`src/rtl/if_id_queue.sv`:
```
// if_id_queue: decode-side receiver of the fetch valid/ack handshake.
// Buffers {instr, pc, br_pred} packets in an in-order circular FIFO and
// presents the oldest one to decode under valid/ready. A flush discards
// everything that is buffered.
// Optional build macro IFQ_BYPASS_EN: when the queue is empty and decode is
// ready, the incoming packet passes straight through with zero latency.
module if_id_queue #(
    parameter int DEPTH = 4
) (
    input  logic                     clk,
    input  logic                     rstn_i,
    input  logic                     flush_i,
    input  logic                     valid_i,
    input  logic [31:0]              instr_i,
    input  logic [31:0]              pc_i,
    input  logic                     br_pred_i,
    output logic                     ack_o,
    output logic                     valid_o,
    output logic [31:0]              instr_o,
    output logic [31:0]              pc_o,
    output logic                     br_pred_o,
    input  logic                     ready_i,
    output logic [$clog2(DEPTH):0]   count_o
);

    localparam int PW = $clog2(DEPTH);
    localparam int CW = PW + 1;
    localparam logic [CW-1:0] FULL_COUNT = CW'(DEPTH);

    typedef logic [64:0] entry_t;

    entry_t          mem_q [DEPTH];
    entry_t          mem_d [DEPTH];
    logic [PW-1:0]   wr_ptr_q, wr_ptr_d;
    logic [PW-1:0]   rd_ptr_q, rd_ptr_d;
    logic [CW-1:0]   count_q, count_d;
    logic            push;
    logic            pop;
    logic            bypass;
    logic            not_empty;

    // Handshake decisions: accept, pop from storage, and the empty-queue bypass
    always_comb begin
        not_empty = (count_q != '0);
`ifdef IFQ_BYPASS_EN
        bypass    = !not_empty && valid_i && ready_i && !flush_i;
`else
        bypass    = 1'b0;
`endif
        ack_o     = bypass || (valid_i && !flush_i && (count_q < FULL_COUNT));
        push      = ack_o && !bypass;
        pop       = not_empty && ready_i && !flush_i;
    end

    // Head packet toward decode: a plain mux on the read pointer
    always_comb begin
        valid_o = not_empty || bypass;
        count_o = count_q;
`ifdef IFQ_BYPASS_EN
        if (bypass) begin
            {instr_o, pc_o, br_pred_o} = {instr_i, pc_i, br_pred_i};
        end else begin
            {instr_o, pc_o, br_pred_o} = mem_q[rd_ptr_q];
        end
`else
        {instr_o, pc_o, br_pred_o} = mem_q[rd_ptr_q];
`endif
    end

    // Next-state for storage, pointers and occupancy; flush only clears bookkeeping
    always_comb begin
        mem_d    = mem_q;
        wr_ptr_d = wr_ptr_q;
        rd_ptr_d = rd_ptr_q;
        count_d  = count_q;
        if (flush_i) begin
            wr_ptr_d = '0;
            rd_ptr_d = '0;
            count_d  = '0;
        end else begin
            if (push) begin
                mem_d[wr_ptr_q] = {instr_i, pc_i, br_pred_i};
                wr_ptr_d        = wr_ptr_q + PW'(1);
            end
            if (pop) begin
                rd_ptr_d = rd_ptr_q + PW'(1);
            end
            if (push && !pop) begin
                count_d = count_q + CW'(1);
            end else if (pop && !push) begin
                count_d = count_q - CW'(1);
            end
        end
    end

    // State registers with asynchronous active-low reset
    always_ff @(posedge clk or negedge rstn_i) begin
        if (!rstn_i) begin
            for (int i = 0; i < DEPTH; i++) begin
                mem_q[i] <= '0;
            end
            wr_ptr_q <= '0;
            rd_ptr_q <= '0;
            count_q  <= '0;
        end else begin
            mem_q    <= mem_d;
            wr_ptr_q <= wr_ptr_d;
            rd_ptr_q <= rd_ptr_d;
            count_q  <= count_d;
        end
    end

endmodule

```
`config.mk`:
```
export PLATFORM = sky130hd
export DESIGN_NAME = if_id_queue
export DESIGN_NICKNAME = d
export VERILOG_FILES = /design/src/rtl/if_id_queue.sv
export SDC_FILE = /design/constraint.sdc
export NUM_CORES = 1
export LEC_CHECK = 0
export CAP_MARGIN = 25
export CELL_PAD_IN_SITES_DETAIL_PLACEMENT = 1
export CELL_PAD_IN_SITES_GLOBAL_PLACEMENT = 1
export CORE_AREA = 3 3 180 147
export CTS_CLUSTER_DIAMETER = 80
export DETAILED_ROUTE_END_ITERATION = 10
export DIE_AREA = 0 0 183 150
export PLACE_DENSITY_LB_ADDON = 0.1
export RECOVER_POWER = 50
export SYNTH_ARGS = -nofsm -noshare
export SYNTH_HDL_FRONTEND = slang
export SYNTH_SLANG_ARGS = --single-unit
```
`constraint.sdc`:
```
create_clock -name clk -period 3.5 [get_ports clk]
set_input_delay 0.875 -clock clk [delete_from_list [all_inputs] [get_ports clk]]
set_output_delay 0.875 -clock clk [all_outputs]
set_load 0.05 [all_outputs]
```
==> flow_summary.json, run 1 <==
{
  "status": "finished, violations left",
  "failed_checks": "capacitance limit, slew limit",
  "clock_sinks": 267,
  "timing.max_cap.violations": 1,
  "setup_total_negative_slack_ps": 0,
  "post_cts.repair.setup_buffers": 0,
  "power_density_nw_per_um2": 996,
  "dp_hpwl_um": 18500,
  "detailedRoute.firstPassIterationCount": 4,
  "hold_violations": 0,
  "n_fill_cell": 2213,
  "vias_in_the_first_global_route": 7845,
  "i_o_pins": 140,
  "core.rowCount": 52,
  "synth-xor-area-share_pct": 0.412,
  "worst-slew-pin-transition_ps": 2260,
  "die_w_um": 183,
  "synth_cell_type_count": 30,
  "finalHoldWorstSlack_ps": 489,
  "criticalPathCategory": "register to output port",
  "grt_start_max_net_pins": 88,
  "yosysSeqAreaShare_pct": 52.4,
  "final.setup.worst_slack_ps": 144,
  "synth-compound-area-share_pct": 0.530,
  "finalSetupViolCount": 0,
  "pwr-share-seq_pct": 35.1,
  "drive_gt1_share_pct": 49.4,
  "detail_route.wirelength_um": 28600,
  "critPathCaptureType": "output port",
  "critPathMaxFanout": 40,
  "antenna_found_initial": 2,
  "syn-mean-instance-area_um2": 18.6,
  "power_frac_clock_pct": 19.7,
  "slowest_stage": "sky130_fd_sc_hd__clkdlybuf4s50_1",
  "tritoncts_clock_tree": "done",
  "path_delay_family": "buffers and inverters",
  "ctsHtreeMaxLevel": 1,
  "detailedPlace.worstSlack_ps": 381,
  "antenna_cells": 0,
  "ant_nets": 0,
  "die_area_um2": 27500,
  "yosys.area_share.simple_pct": 0.971,
  "timing.hold.worst.class": "register to register",
  "leakagePower_nw": 6.69,
  "synth_area_um2": 12800,
  "share_of_cell_area_taken_by_muxes_after_synthesis_pct": 40.3,
  "synth_top_family_by_area": "multiplexers",
  "via_per_inst": 5.61,
  "dr_total_vias": 6620,
  "clk_latency_ps": 530,
  "finish.net_count": 912,
  "finalCriticalPeriod_ps": 3360,
  "grt_setup_unrepaired": "no",
  "final-max-slew-violation-count": 88,
  "yosys_warnings": 0,
  "ys_top_cells_by_area": "sky130_fd_sc_hd__dfrtp_1, sky130_fd_sc_hd__mux2_4, sky130_fd_sc_hd__mux4_2",
  "fmaxAchievable_mhz": 298,
  "worst-path-buf-inv": 2,
  "p_int_mw": 9.43,
  "portBuffers": 139,
  "synthAdderAreaFrac_pct": 0.550,
  "clkSlewWorstSetupHoldPaths_ps": 60,
  "timing.critical_path.slowest_cell_delay_ps": 750,
  "power.switching_mw": 5.51,
  "area_delta_synth_final_pct": 17.7,
  "synth_nets": 760,
  "post-route-period-util_pct": 95.9,
  "timing.critical_path.arrival_ps": 2480,
  "worst_ir_drop_vdd_mv": 0.455,
  "post_dp_cell_area_um2": 14200,
  "netlist.area_leader.share_pct": 52.4,
  "synth_seq_cells": 267,
  "die_height_um": 150,
  "netSwitchingFraction_pct": 36.9,
  "ctsRootBufferMaster": "sky130_fd_sc_hd__clkbuf_16",
  "yosysTopAreaCell": "sky130_fd_sc_hd__dfrtp_1",
  "route.detailed.drc": 0,
  "detail_route.wl_per_cell_um": 24.3,
  "critPathLaunchType": "register",
  "core_footprint_um2": 25000,
  "post_synth_inst_count": 685,
  "globalRoute.totalOverflow": 0,
  "fin_area_um2": 15000,
  "globalplace.congestion": 0.800,
  "start_util_pct": 51.0,
  "numCtsBuffers": 29,
  "detailedRoute.firstIterationViolations": 290,
  "cp_cell_sequence": "buf_12, mux4_2, clkdlybuf4s50_1",
  "clock_skew_ps": 8.99,
  "cp_data_required_time_ps": 2620,
  "power.share.combinational_pct": 45.2,
  "cts-hold-fix-buffers": 0,
  "postCtsResizedCells": 21,
  "layout.core_utilization_pct": 60.1,
  "timing.slew.headroom_pct": -50.3,
  "all_layer_gr_usage_pct": 21.4,
  "grt_pass1_wl_um": 46200,
  "clock_path_buffers": 3
}
==> registers in the layout, summed over array words and instances, names as in the netlist <==
signal and flops:
mem_q 260, count_o 3, rd_ptr_q 2, wr_ptr_q 2
==> power groups by stage <==
stage	clock network [mW]	registers [mW]	logic (mW)
floorplan	0	4.95	5.32
global placement	0	5.11	6.82
detailed placement	0	5.27	6.98
CTS	3.03	5.26	6.88
global route	3.17	5.41	7.10
finish	2.95	5.24	6.75
==> per-stage QoR <==
stage	cells	power, mW
after global routing	1180	15.7
after CTS	1180	15.2
final	1180	14.9
after floorplan	685	10.3
after global placement	1130	11.9
after detailed placement	1130	12.2
==> area by class of cell <==
cell class              instances  area (um^2)  share of cell area (%)
multi-input cells             367         5400                    36.0
well taps                     324          405                    2.70
clock inverters                 7         62.6                   0.417
inverters                       5         18.8                   0.125
clock buffers                  43          858                    5.72
repair buffers                167         1570                    10.5
flip-flops and latches        267         6690                    44.6
==> logic make-up after synthesis <==
group | after synthesis
adders and majority gates | 5
DFF | 267
muxes | 325
AOI/OAI and AO/OA | 10
xor gates and xnor gates | 6
and+or+nand+nor | 21
buffers and inverters | 51
==> cell usage after synthesis <==
cell / count
sky130_fd_sc_hd__dfrtp_1: 267
sky130_fd_sc_hd__mux2_4: 200
sky130_fd_sc_hd__mux4_2: 65
sky130_fd_sc_hd__mux2_2: 60
sky130_fd_sc_hd__buf_12: 24
sky130_fd_sc_hd__clkbuf_1: 8
sky130_fd_sc_hd__buf_2: 7
sky130_fd_sc_hd__nor2_1: 7
sky130_fd_sc_hd__inv_1: 5
sky130_fd_sc_hd__and2_4: 4
sky130_fd_sc_hd__buf_4: 4
sky130_fd_sc_hd__ha_1: 4
sky130_fd_sc_hd__a211oi_1: 3
sky130_fd_sc_hd__xnor2_1: 3
sky130_fd_sc_hd__xor2_1: 3
sky130_fd_sc_hd__a21oi_1: 2
sky130_fd_sc_hd__a31oi_1: 2
sky130_fd_sc_hd__buf_1: 2
sky130_fd_sc_hd__nand2_1: 2
sky130_fd_sc_hd__nand3_1: 2
sky130_fd_sc_hd__nor3_1: 2
sky130_fd_sc_hd__a211o_1: 1
sky130_fd_sc_hd__a2bb2oi_1: 1
sky130_fd_sc_hd__and2_1: 1
sky130_fd_sc_hd__buf_6: 1
sky130_fd_sc_hd__fa_1: 1
sky130_fd_sc_hd__nor2b_2: 1
sky130_fd_sc_hd__nor2b_4: 1
sky130_fd_sc_hd__o21ai_0: 1
sky130_fd_sc_hd__or3_1: 1
==> layer usage <==
| layer | part of all wire [%] | global-route usage (%) | routed length (um) | vias up |
|---|---|---|---|---|
| li1 | - | - | - | 2831 |
| met1 | 44 | 29.0 | 12500 | 3632 |
| met2 | 50 | 36.7 | 14400 | 120 |
| met3 | 4.6 | 4.54 | 1310 | 33 |
| met4 | 1.2 | 3.43 | 354 | 4 |
| met5 | 0.12 | 0 | 34 | - |
==> worst paths after layout <==
check	start	to	slack [ps]	cells past startpoint
setup / recovery	rd_ptr_q[1]	pc_o[3]	140	3
max in group asynchronous	rstn_i	mem_q[37]	610	2
setup reg to reg	count_o[2]	mem_q[212]	800	5
hold reg to reg	mem_q[22]	mem_q[22]	490	1
min in group asynchronous	rstn_i	mem_q[240]	1010	1
hold / removal	mem_q[22]	mem_q[22]	490	1
==> cells in the final DEF, fill, tap and decap left out, types with 3 or more instances in the layout <==
cell type and instances:
sky130_fd_sc_hd__mux2_4 189, sky130_fd_sc_hd__clkbuf_8 8, sky130_fd_sc_hd__dfrtp_1 265, sky130_fd_sc_hd__buf_12 9, sky130_fd_sc_hd__clkdlybuf4s50_1 78, sky130_fd_sc_hd__clkbuf_1 9
sky130_fd_sc_hd__mux2_1 11, sky130_fd_sc_hd__dlygate4sd2_1 21, sky130_fd_sc_hd__xnor2_1 3, sky130_fd_sc_hd__clkinv_2 5, sky130_fd_sc_hd__buf_4 45, sky130_fd_sc_hd__a211oi_1 3
sky130_fd_sc_hd__and2_0 4, sky130_fd_sc_hd__nor2_1 7, sky130_fd_sc_hd__xor2_1 3, sky130_fd_sc_hd__mux2_2 60, sky130_fd_sc_hd__inv_1 5, sky130_fd_sc_hd__clkbuf_16 29
sky130_fd_sc_hd__mux4_2 65, sky130_fd_sc_hd__ha_1 4, sky130_fd_sc_hd__clkbuf_2 7
Note: power is estimated with default switching activity, not from simulation.
==> inputs of run 2 (changes only) <==
--- a/config.mk
+++ b/config.mk
@@ -8,12 +8,14 @@
 export CAP_MARGIN = 25
 export CELL_PAD_IN_SITES_DETAIL_PLACEMENT = 1
 export CELL_PAD_IN_SITES_GLOBAL_PLACEMENT = 1
-export CORE_AREA = 3 3 180 147
+export CORE_AREA = 3 3 178 145
 export CTS_CLUSTER_DIAMETER = 80
 export DETAILED_ROUTE_END_ITERATION = 10
-export DIE_AREA = 0 0 183 150
+export DIE_AREA = 0 0 181 148
 export PLACE_DENSITY_LB_ADDON = 0.1
 export RECOVER_POWER = 50
+export REMOVE_ABC_BUFFERS = 1
+export SKIP_LAST_GASP = 1
 export SYNTH_ARGS = -nofsm -noshare
 export SYNTH_HDL_FRONTEND = slang
 export SYNTH_SLANG_ARGS = --single-unit
==> run 2 against run 1 <==
Against the previous run:
- the flow still finishes with violations (capacitance limit, slew limit)
- sequential power barely moved
- fmax fell by 1.6%
- global-route usage rose by 0.64 points
- worst hold slack barely moved
- worst setup slack got worse by 55 ps
- critical path type unchanged
- core utilization rose by 2.2 points
- power rose by 0.85%
- sequential share of layout area fell by 0.18 points
- non-clock buffer count fell by 7
- clock skew barely moved
==> flow_summary.json, run 2 (same netlist as run 1, synthesis figures left out) <==
{
  "detailedRoute.firstIterationViolations": 326,
  "antenna_cells": 0,
  "clkSlewWorstSetupHoldPaths_ps": 60,
  "grt_start_max_net_pins": 78,
  "cp_data_required_time_ps": 2620,
  "mostFrequentLayoutCell": "sky130_fd_sc_hd__dfrtp_1",
  "timing.slew.headroom_pct": -7.71,
  "area_delta_synth_final_pct": 18.1,
  "power_frac_clock_pct": 19.2,
  "p_int_mw": 9.52,
  "detail_route.wl_per_cell_um": 25.0,
  "globalplace.congestion": 0.741,
  "worst-r2r-setup-slack_ps": 790,
  "antenna_found_initial": 1,
  "finalCriticalPeriod_ps": 3410,
  "clock_skew_ps": 9.31,
  "globalRoute.totalOverflow": 0,
  "finish.cell_count_without_fillers": 1166,
  "power.share.combinational_pct": 46.1,
  "i_o_pins": 140,
  "worst_hold_path.endpoint": "mem_q[232]",
  "worst-r2r-cell-count": 5,
  "detailedPlace.worstSlack_ps": 415,
  "final-max-slew-violation-count": 65,
  "critPathCaptureType": "output port",
  "setup_total_negative_slack_ps": 0,
  "power.switching_mw": 5.55,
  "netSwitchingFraction_pct": 36.8,
  "reg2reg_to": "mem_q[47]",
  "critPathMaxFanout": 31,
  "tritoncts_clock_tree": "done",
  "ctsRootBufferMaster": "sky130_fd_sc_hd__clkbuf_16",
  "core.rowCount": 51,
  "grt_pass1_wl_um": 46700,
  "status": "finished, violations left",
  "dr_total_vias": 6579,
  "die_w_um": 181,
  "hold_violations": 0,
  "core_footprint_um2": 24200,
  "finalSetupViolCount": 0,
  "all_layer_gr_usage_pct": 22.1,
  "start_util_pct": 52.7,
  "detail_route.wirelength_um": 29200,
  "finish.net_count": 904,
  "clock_sinks": 267,
  "clk_latency_ps": 530,
  "power_density_nw_per_um2": 1000,
  "postCtsResizedCells": 1,
  "leakagePower_nw": 6.67,
  "die_height_um": 148,
  "worst-slew-pin-transition_ps": 1620,
  "worst_hold_launch": "mem_q[232]",
  "final.setup.worst_slack_ps": 89.1,
  "numCtsBuffers": 28,
  "critPathLaunchType": "register",
  "final_cell_mix": "sky130_fd_sc_hd__dfrtp_1, sky130_fd_sc_hd__mux2_4, sky130_fd_sc_hd__clkdlybuf4s50_1, sky130_fd_sc_hd__mux4_2, sky130_fd_sc_hd__mux2_2",
  "route.detailed.drc": 0,
  "timing.max_cap.violations": 1,
  "grt_setup_unrepaired": "no",
  "die_area_um2": 26800,
  "vias_in_the_first_global_route": 7788,
  "largest_register": "mem_q",
  "pwr-share-seq_pct": 34.7,
  "fmaxAchievable_mhz": 293,
  "post-place-cells": 1117,
  "post_cts.repair.setup_buffers": 0,
  "criticalPathCategory": "register to output port",
  "largest_register_ff_count": 260,
  "ctsHtreeMaxLevel": 1,
  "worst_ir_drop_vdd_mv": 0.626,
  "finalHoldWorstSlack_ps": 489,
  "portBuffers": 139,
  "totalPowerFinal_mw": 15.1,
  "cts-hold-fix-buffers": 0,
  "n_fill_cell": 2117,
  "detailedRoute.firstPassIterationCount": 4,
  "clock_path_buffers": 3,
  "timing.critical_path.arrival_ps": 2540,
  "failed_checks": "capacitance limit, slew limit",
  "timing.hold.worst.class": "register to register",
  "drive_gt1_share_pct": 49.3,
  "dp_hpwl_um": 18500,
  "ant_nets": 0,
  "post-route-period-util_pct": 97.5,
  "start_of_the_worst_register_to_register_path": "count_o[2]",
  "via_per_inst": 5.64,
  "holdPathStages": 1
}
-- run 2: final cells by class --
cell class | count | area (um^2) | share of cell area, %
Clock buffer | 46 | 850 | 5.64
Clock inverter | 3 | 40.0 | 0.266
Inverter | 5 | 18.8 | 0.125
Multi-Input combinational cell | 367 | 5430 | 36.0
Sequential cell | 267 | 6690 | 44.4
Tap cell | 318 | 398 | 2.64
Timing Repair Buffer | 160 | 1650 | 10.9
-- run 2: layer usage --
metal	wire length, um	vias to the layer above	global-route usage [%]
met5	9	-	0
met4	388	2	3.43
met3	1410	27	4.38
met2	14600	130	37.0
met1	12700	3604	30.9
li1	-	2816	-
-- run 2: how the worst max path moves through the flow --
stage,start,endpoint,slack [ps],cells after the start
3_3_place_gp,valid_i,mem_q[161],450,6
5_1_grt,rd_ptr_q[0],pc_o[22],2,3
2_1_floorplan,rd_ptr_q[0],br_pred_o,-830,1
4_1_cts,rd_ptr_q[0],instr_o[2],10,3
3_5_place_dp,valid_i,mem_q[172],410,6
6_report,rd_ptr_q[0],instr_o[15],90,3
-- run 2: through the flow --
stage          cell area [um^2]  util (%)
6_report                  15100      62.3
5_1_grt                   15100      62.3
3_3_place_gp              14200      58.8
2_1_floorplan             12200         -
4_1_cts                   15100      62.5
3_5_place_dp              14200      58.8
-- run 2: worst max-delay path, stage by stage (launching register included) --
cell and delay [ps]:
sky130_fd_sc_hd__dfrtp_4 450, sky130_fd_sc_hd__buf_12 280, sky130_fd_sc_hd__mux4_2 540, sky130_fd_sc_hd__clkdlybuf4s50_1 710
-- run 2: power by group through the flow --
| stage | Combinational [mW] | Clock (mW) | Sequential, mW |
|---|---|---|---|
| floorplan | 5.08 | 0 | 5.09 |
| global placement | 6.86 | 0 | 5.10 |
| detailed placement | 7.01 | 0 | 5.25 |
| CTS | 7.06 | 2.97 | 5.24 |
| global route | 7.27 | 3.11 | 5.39 |
| finish | 6.94 | 2.89 | 5.23 |
